--- config.mk ---
export PLATFORM = sky130hd
export DESIGN_NAME = mem_arbiter
export DESIGN_NICKNAME = d
export VERILOG_FILES = /design/src/rtl/mem_arbiter.sv
export SDC_FILE = /design/constraint.sdc
export NUM_CORES = 1
export LEC_CHECK = 0
export ABC_AREA = 1
export BUFFER_PORTS_ARGS = -buffer_cell sky130_fd_sc_hd__buf_4
export CAP_MARGIN = 20
export CORE_MARGIN = 8
export CORE_UTILIZATION = 49
export CTS_BUF_LIST = sky130_fd_sc_hd__clkbuf_4
export DETAILED_ROUTE_END_ITERATION = 10
export GPL_TIMING_DRIVEN = 0
export PLACE_DENSITY = 0.89
export REMOVE_ABC_BUFFERS = 1
export SLEW_MARGIN = 20
export SYNTH_ARGS = -nofsm -noshare
export SYNTH_HDL_FRONTEND = slang
export SYNTH_SLANG_ARGS = --single-unit
--- constraint.sdc ---
create_clock -name clk -period 2.4 [get_ports clk]
set_input_delay 0.6 -clock clk [delete_from_list [all_inputs] [get_ports clk]]
set_output_delay 0.6 -clock clk [all_outputs]
set_load 0.005 [all_outputs]
--- src/rtl/mem_arbiter.sv ---
// ============================================================================
// mem_arbiter
//   Two-master arbiter (instruction fetch + data port) in front of a single
//   unified memory port. One access is in flight at a time. Each access goes
//   IDLE -> BUSY -> RESP -> IDLE. An access ends on mem_ack or, when TIMEOUT
//   is nonzero, after TIMEOUT busy cycles without an acknowledge (ack + err).
//
// Parameters
//   ADDR_W   address width
//   DATA_W   data width
//   TIMEOUT  busy cycles allowed before the access is abandoned (0 = wait forever)
//
// Build option
//   ARB_ROUND_ROBIN_EN  defined: simultaneous requests go to the master that
//                       was not granted last. Undefined: the data port always
//                       wins over instruction fetch.
//
// Ports
//   clk, rst                          clock, synchronous active-high reset
//   if_req, if_addr                   fetch request / address (held until if_ack)
//   if_rdata, if_ack                  fetched word and one-cycle completion pulse
//   d_req, d_we, d_addr, d_wdata      data request (held until d_ack)
//   d_rdata, d_ack                    load data (0 for stores) and completion pulse
//   err                               set together with an ack when the access timed out
//   cpu_stall                         combinational stall towards the CPU
//   mem_req, mem_we, mem_addr,
//   mem_wdata                         registered request to the unified memory
//   mem_rdata, mem_ack                memory read data and one-cycle completion
// ============================================================================
module mem_arbiter #(
    parameter int ADDR_W  = 32,
    parameter int DATA_W  = 32,
    parameter int TIMEOUT = 255
) (
    input  logic              clk,
    input  logic              rst,
    input  logic              if_req,
    input  logic [ADDR_W-1:0] if_addr,
    output logic [DATA_W-1:0] if_rdata,
    output logic              if_ack,
    input  logic              d_req,
    input  logic              d_we,
    input  logic [ADDR_W-1:0] d_addr,
    input  logic [DATA_W-1:0] d_wdata,
    output logic [DATA_W-1:0] d_rdata,
    output logic              d_ack,
    output logic              err,
    output logic              cpu_stall,
    output logic              mem_req,
    output logic              mem_we,
    output logic [ADDR_W-1:0] mem_addr,
    output logic [DATA_W-1:0] mem_wdata,
    input  logic [DATA_W-1:0] mem_rdata,
    input  logic              mem_ack
);

    typedef enum logic [1:0] {
        ST_IDLE = 2'd0,
        ST_BUSY = 2'd1,
        ST_RESP = 2'd2
    } state_t;

    localparam logic OWN_IF = 1'b0;
    localparam logic OWN_D  = 1'b1;

    // The counter only has to reach TIMEOUT-1 (last busy cycle before expiry).
    localparam int              CNT_W    = (TIMEOUT > 1) ? $clog2(TIMEOUT) : 1;
    localparam logic [CNT_W-1:0] CNT_LAST = CNT_W'((TIMEOUT > 0) ? TIMEOUT - 1 : 0);
    localparam logic            TO_EN    = (TIMEOUT > 0);

    state_t              state_reg, state_next;
    logic                owner_reg, owner_next;     // also serves as last-grant
    logic [CNT_W-1:0]    cnt_reg, cnt_next;
    logic                mem_req_reg, mem_req_next;
    logic                mem_we_reg, mem_we_next;
    logic [ADDR_W-1:0]   mem_addr_reg, mem_addr_next;
    logic [DATA_W-1:0]   mem_wdata_reg, mem_wdata_next;
    logic                if_ack_reg, if_ack_next;
    logic                d_ack_reg, d_ack_next;
    logic [DATA_W-1:0]   if_rdata_reg, if_rdata_next;
    logic [DATA_W-1:0]   d_rdata_reg, d_rdata_next;
    logic                err_reg, err_next;

    logic                req_any;
    logic                grant_d;
    logic                timeout_hit;

    // ------------------------------------------------------------------
    // Arbitration (only consulted in IDLE)
    // ------------------------------------------------------------------
    always_comb begin
        req_any = if_req | d_req;
`ifdef ARB_ROUND_ROBIN_EN
        // On a tie, the data port wins only if fetch owned the last access.
        grant_d = d_req & (~if_req | (owner_reg == OWN_IF));
`else
        grant_d = d_req;
`endif
    end

    // Expiry fires on the TIMEOUT-th busy cycle; mem_ack in that same cycle
    // takes precedence in the output logic below.
    assign timeout_hit = TO_EN & (cnt_reg == CNT_LAST);

    // ------------------------------------------------------------------
    // State register
    // ------------------------------------------------------------------
    always_ff @(posedge clk) begin
        if (rst) begin
            state_reg <= ST_IDLE;
        end else begin
            state_reg <= state_next;
        end
    end

    // ------------------------------------------------------------------
    // Next-state logic
    // ------------------------------------------------------------------
    always_comb begin
        state_next = state_reg;
        case (state_reg)
            ST_IDLE: if (req_any) state_next = ST_BUSY;
            ST_BUSY: if (mem_ack || timeout_hit) state_next = ST_RESP;
            ST_RESP: state_next = ST_IDLE;
            default: state_next = ST_IDLE;
        endcase
    end

    // ------------------------------------------------------------------
    // Output / datapath next values
    // ------------------------------------------------------------------
    always_comb begin
        owner_next     = owner_reg;
        cnt_next       = cnt_reg;
        mem_req_next   = mem_req_reg;
        mem_we_next    = mem_we_reg;
        mem_addr_next  = mem_addr_reg;
        mem_wdata_next = mem_wdata_reg;
        // Acks, read data and err are single-cycle: zero unless entering RESP.
        if_ack_next    = 1'b0;
        d_ack_next     = 1'b0;
        if_rdata_next  = '0;
        d_rdata_next   = '0;
        err_next       = 1'b0;

        case (state_reg)
            ST_IDLE: begin
                if (req_any) begin
                    owner_next     = grant_d ? OWN_D : OWN_IF;
                    cnt_next       = '0;
                    mem_req_next   = 1'b1;
                    mem_addr_next  = grant_d ? d_addr : if_addr;
                    mem_we_next    = grant_d & d_we;
                    mem_wdata_next = grant_d ? d_wdata : '0;
                end
            end
            ST_BUSY: begin
                if (mem_ack) begin
                    mem_req_next = 1'b0;
                    mem_we_next  = 1'b0;
                    if (owner_reg == OWN_D) begin
                        d_ack_next   = 1'b1;
                        d_rdata_next = mem_we_reg ? '0 : mem_rdata;
                    end else begin
                        if_ack_next   = 1'b1;
                        if_rdata_next = mem_rdata;
                    end
                end else if (timeout_hit) begin
                    mem_req_next = 1'b0;
                    mem_we_next  = 1'b0;
                    err_next     = 1'b1;
                    if (owner_reg == OWN_D) begin
                        d_ack_next = 1'b1;
                    end else begin
                        if_ack_next = 1'b1;
                    end
                end else if (TO_EN) begin
                    cnt_next = cnt_reg + CNT_W'(1);
                end
            end
            default: begin
            end
        endcase
    end

    // ------------------------------------------------------------------
    // Datapath registers
    // ------------------------------------------------------------------
    always_ff @(posedge clk) begin
        if (rst) begin
            owner_reg     <= OWN_IF;
            cnt_reg       <= '0;
            mem_req_reg   <= 1'b0;
            mem_we_reg    <= 1'b0;
            mem_addr_reg  <= '0;
            mem_wdata_reg <= '0;
            if_ack_reg    <= 1'b0;
            d_ack_reg     <= 1'b0;
            if_rdata_reg  <= '0;
            d_rdata_reg   <= '0;
            err_reg       <= 1'b0;
        end else begin
            owner_reg     <= owner_next;
            cnt_reg       <= cnt_next;
            mem_req_reg   <= mem_req_next;
            mem_we_reg    <= mem_we_next;
            mem_addr_reg  <= mem_addr_next;
            mem_wdata_reg <= mem_wdata_next;
            if_ack_reg    <= if_ack_next;
            d_ack_reg     <= d_ack_next;
            if_rdata_reg  <= if_rdata_next;
            d_rdata_reg   <= d_rdata_next;
            err_reg       <= err_next;
        end
    end

    assign mem_req   = mem_req_reg;
    assign mem_we    = mem_we_reg;
    assign mem_addr  = mem_addr_reg;
    assign mem_wdata = mem_wdata_reg;
    assign if_ack    = if_ack_reg;
    assign d_ack     = d_ack_reg;
    assign if_rdata  = if_rdata_reg;
    assign d_rdata   = d_rdata_reg;
    assign err       = err_reg;

    assign cpu_stall = (if_req & ~if_ack) | (d_req & ~d_ack);

endmodule

# Yosys cells after proc, flatten, opt, wreduce, memory -nomap -nowiden
# Cells that the tools add are included.
# classes
addsub	1
mux	23
reduce_logical	11
n_eq_ne	7
bitwise_logic	10
# ops
operator	count
two-way mux 32 bit	2
two-way mux 8 bit	3
case mux 8 bit (2 select lines)	1
two-way mux 1 bit	12
adder 8 x 1 -> 8 bit, second input constant	1
== test 8 bit, second input constant	1
inequality test 2 bit, second input constant	4
inverter 1 bit	5
OR reduction 5 bit	1
two-way mux 2 bit	2
case mux 1 bit (2 select lines)	2
case mux 2 bit (2 select lines)	1
AND reduction 2 bit	2
AND reduction 4 bit	1
OR reduction 4 bit	1
bitwise AND 1 bit	3
inequality test 3 bit, second input constant	1
AND reduction 3 bit	1
OR reduction 3 bit	1
== test 2 x 1 -> 1 bit, second input constant	1
logical NOT 2 bit	1
OR 1 bit	2
nonzero test 2 bit	1
OR reduction 2 bit	1
logical OR 1 bit	1
# totals
output_inout_bits	134
ff_bits	144

# Depth between registers and ports, before layout
# logic_depth
depth_word	4
ltp_mapped	9

# Least setup slack after synthesis
# No wires, ideal clock.
# synth_path
path_kind	input port to output port
startpoint	input port d_req
endpoint	output port cpu_stall
slack_ns	0.581
n_path_buf	2
stages	4
required_ns	1.800
arrival_ns	1.219
cell_sequence	buf_4 > inv_4 > clkbuf_1 > o22ai_1
# synth_between
elab_chain_cells	2
# synth_lines
item	line	rtl
start, declared	41	input logic d_req,
bitwise AND 1 bit	227	assign cpu_stall = (if_req & ~if_ack) | (d_req & ~d_ack);
OR 1 bit	227	
end, declared	48	output logic cpu_stall,
# Every way passes these cells.

# Worst setup path in the final report
# Same ends and word-level chain as after synthesis.

==> results list <==
* Setup crit start: d_req
- The initial utilization of the core area, before any placement, comes to 0.5033.
- Shortest period the worst path allows: 2091 ps
- The worst setup path is of the input pin to output pin kind.
- Antenna violations before repair: 1
- The analysis attributes to cell leakage a power of 3.579 nW.
- Slew headroom: 0.3251
* Endpoints failing setup: 0
- The slowest stage of the critical path belongs to the cell sky130_fd_sc_hd__buf_4.
- Yosys instantiated no cell more often than sky130_fd_sc_hd__nand2_1.
- Origin of the critical flop-to-flop path: state_reg[0]
* Startpoint of the lowest-slack hold path: mem_ack
- Row generation in the floorplan step produced 36 rows.
* Overflow left after global routing: 0
- The internal power of the cells totals 0.003516 W.
- Largest net degree at the start of global routing: 66
- Number of stages on the worst setup path: 4
* Detailed-route wire length per cell: 15.74 um
* Top post-synthesis cells by area: sky130_fd_sc_hd__dfxtp_1, sky130_fd_sc_hd__nand2_1, sky130_fd_sc_hd__nor2_1
* Clock latency of the later-clocked register in the worst-skew pair: 530 ps
- Switching power total: 0.001311 W
- Summing all non-filler instances in the final layout gives an area of 7216 um^2.
- After detailed routing, the number of vias per cell comes to 4.958.
- Vias in the first global route: 4846
- Final worst clock skew: 16.92 ps
- Register-to-Register Path Depth: 5
- Clock root cell: sky130_fd_sc_hd__clkbuf_4
- Together, buffers and inverters on the worst path number 3.
- The Yosys step of the flow raised 0 warnings.
- Top achievable clock speed: 0.4783 GHz
- Inserted Clock Buffers: 17
- The largest single stage delay on the critical path is 330 ps.
* Sequential cell area fraction in the yosys report: 0.5887
- Of the post-synthesis cell area, the dominant cell type holds 0.5887.
- Worst setup path endpoint: cpu_stall
* Vias post-DR: 4958
- Counting along the longest clock path gives a buffer depth of 2.
- The core region is 9729 um^2.
- The final count of pins violating max slew is 0.
* Data arrival, critical path: 1490 ps
* Average footprint of a synthesized cell: 8.162 um^2
- Final Hold Slack: 267.1 ps
- CTS Sinks: 144
* Most frequent cells after synthesis: sky130_fd_sc_hd__nand2_1, sky130_fd_sc_hd__dfxtp_1, sky130_fd_sc_hd__nor2_1
- Number of port buffers: 267
* DRC violation count after routing: 0
* Drt pass-1 iters: 6
- The share of total power dissipated in combinational logic is 0.144.
- Die extent in y: 116.0 um
- CTS H-tree lvls: 4
- Category of cells accounting for the largest share of critical-path delay: buffers and inverters
- Share of power burned in registers: 0.533
- GRT Overall Usage: 0.2274
* Endpoint of the lowest-slack register-to-register path: mem_wdata[20]
* Critical path data required time: 1800 ps
- Chip width: 116.0 um
- CP Launch Type: input pin
- Setup fix buffers added after clock tree synthesis: 0
* Fraction of final layout cells sized beyond drive strength 1: 0.3568
- The flow ran to the end, and the final reports show no timing, DRC or antenna violations.
* Distinct cell type count after synthesis: 25
* Unrepaired setup endpoints after global routing: false
- Synthesis produced a netlist whose cell count is 600.
- Global-route wire length before repair: 23860 um
- Max-capacitance violation count: 0
* Routability-driven placement congestion ratio: 0.9056
- Power per cell area: 668.9 nW/um^2
- Share of the core filled with cells: 0.7416
- Final hold vios: 0
- The critical path goes through buf_4 > inv_4 > o22ai_1 > buf_4.
* Slew at the pin closest to its max-slew limit: 1011 ps
- Of the total power, the share spent switching nets is 0.2715.
* Layout Area Growth over Synthesis: 47.34%
- TritonCTS built the clock tree.
- Crit end category: output pin
* Number of placed I/O pins: 268
- R2R Setup Slk: 630 ps
- Final HPWL DP: 11890 um
* Netlist Area Pre-Place: 4897 um^2
- In this run, synthesis inferred 0 flip-flops with an integrated enable.
- Library cell appearing most often on the critical path: sky130_fd_sc_hd__buf_4
- Largest area contributor in the netlist: sky130_fd_sc_hd__dfxtp_1
- Of the total power, the clock network draws 0.322.
- Yosys reg bits: 144
* Top FF cell, synth: sky130_fd_sc_hd__dfxtp_1
- Final period utilization: 0.8711
- Classification of the worst-slack hold path: input pin to flop
* Placed standard-cell area: 6924 um^2
- Ys async rst share: 0
- The worst-case IR drop observed on VDD is 0.4188 mV.
* DRC marker count from the first detailed-route iteration: 321
* Crit-path max FO: 34
- Once detail routing completed, the nets flagged for antenna violations numbered 0.
- After the last flow step, the layout net total stands at 990.
- Total die area: 13450 um^2
- The final layout contains routed wiring with a total length of 15740 um.
- After clock tree synthesis, the clock-pin slew on the worst setup and hold paths is 120 ps.
-- cell usage in the layout, fill, tap and decap left out, types with 2 or more instances in the layout --
cell,count
sky130_fd_sc_hd__a31oi_1,32
sky130_fd_sc_hd__dfxtp_1,144
sky130_fd_sc_hd__o21ai_0,13
sky130_fd_sc_hd__inv_6,6
sky130_fd_sc_hd__nand2_2,2
sky130_fd_sc_hd__nand3_1,9
sky130_fd_sc_hd__inv_1,51
sky130_fd_sc_hd__nand2_4,2
sky130_fd_sc_hd__inv_4,2
sky130_fd_sc_hd__o21ai_1,20
sky130_fd_sc_hd__clkinvlp_4,3
sky130_fd_sc_hd__nand2_1,158
sky130_fd_sc_hd__nor2_2,2
sky130_fd_sc_hd__nor2_1,77
sky130_fd_sc_hd__ha_1,2
sky130_fd_sc_hd__nor3_1,3
sky130_fd_sc_hd__bufinv_16,2
sky130_fd_sc_hd__nand4_1,6
sky130_fd_sc_hd__clkbuf_4,18
sky130_fd_sc_hd__a21oi_1,39
sky130_fd_sc_hd__buf_4,267
-- how the worst min path moves through the flow --
| stage | to | slack (ps) | cells past startpoint |
|---|---|---|---|
| finish | err | 270 | 2 |
| global route | err | 220 | 2 |
| CTS | err | 210 | 2 |
| detailed placement | mem_wdata[28] | 460 | 2 |
| global placement | mem_wdata[13] | 450 | 2 |
| floorplan | if_ack | 440 | 1 |
-- per-stage QoR --
step / total power [W] / TNS, ps / setup slack (ps) / instances
finish: 0.004827 / 0 / 309.5 / 1000
global route: 0.005045 / 0 / 163.6 / 1000
CTS: 0.004861 / 0 / 212.1 / 999
detailed placement: 0.003320 / -9689 / -377.1 / 968
global placement: 0.003291 / -13080 / -281.5 / 966
floorplan: 0.002868 / 0 / 542.0 / 566
-- cell type report --
type                    count  area (um^2)
clock buffers              18        135.1
flip-flops and latches    144         2883
well taps                 133        166.4
diodes                      1        2.502
inverters                  53        203.9
fillers                   709         2514
clock inverters            13        151.4
repair buffers            269         2031
multi-input cells         369         1643
-- power by group through the flow --
stage	logic (W)	clock network (W)	registers, W
5_1_grt	0.000765	0.00169	0.00259
6_report	0.000697	0.00156	0.00257
2_1_floorplan	0.000240	0	0.00263
3_3_place_gp	0.000673	0	0.00262
4_1_cts	0.000699	0.00159	0.00257
3_5_place_dp	0.000697	0	0.00262
-- what timing repair did --
item	in CTS	in global routing
resized for setup	0	2
hold buffers	0	0
hold endpoints to repair	0	0
setup endpoints to repair	0	14
-- routing by layer --
| layer | share of wire | vias to the layer above | global-route usage |
|---|---|---|---|
| met3 | 0.12 | 29 | 0.1146 |
| li1 | - | 2418 | - |
| met2 | 0.51 | 247 | 0.3985 |
| met5 | 0 | - | 0 |
| met4 | 0.022 | 0 | 0.08470 |
| met1 | 0.35 | 2264 | 0.2259 |
-- cells by family (layout without fill, tap and decap cells) --
kind of cell,Yosys count,in the layout,synth area share
other,0,1,0
adder cells (fa/ha/maj),2,2,0.005109
AND/OR/NAND/NOR,261,261,0.2121
flip-flops,144,144,0.5887
buffers and inverters,87,353,0.07690
AO/OA/AOI/OAI,106,106,0.1173
(Power assumes the default switching activity.)
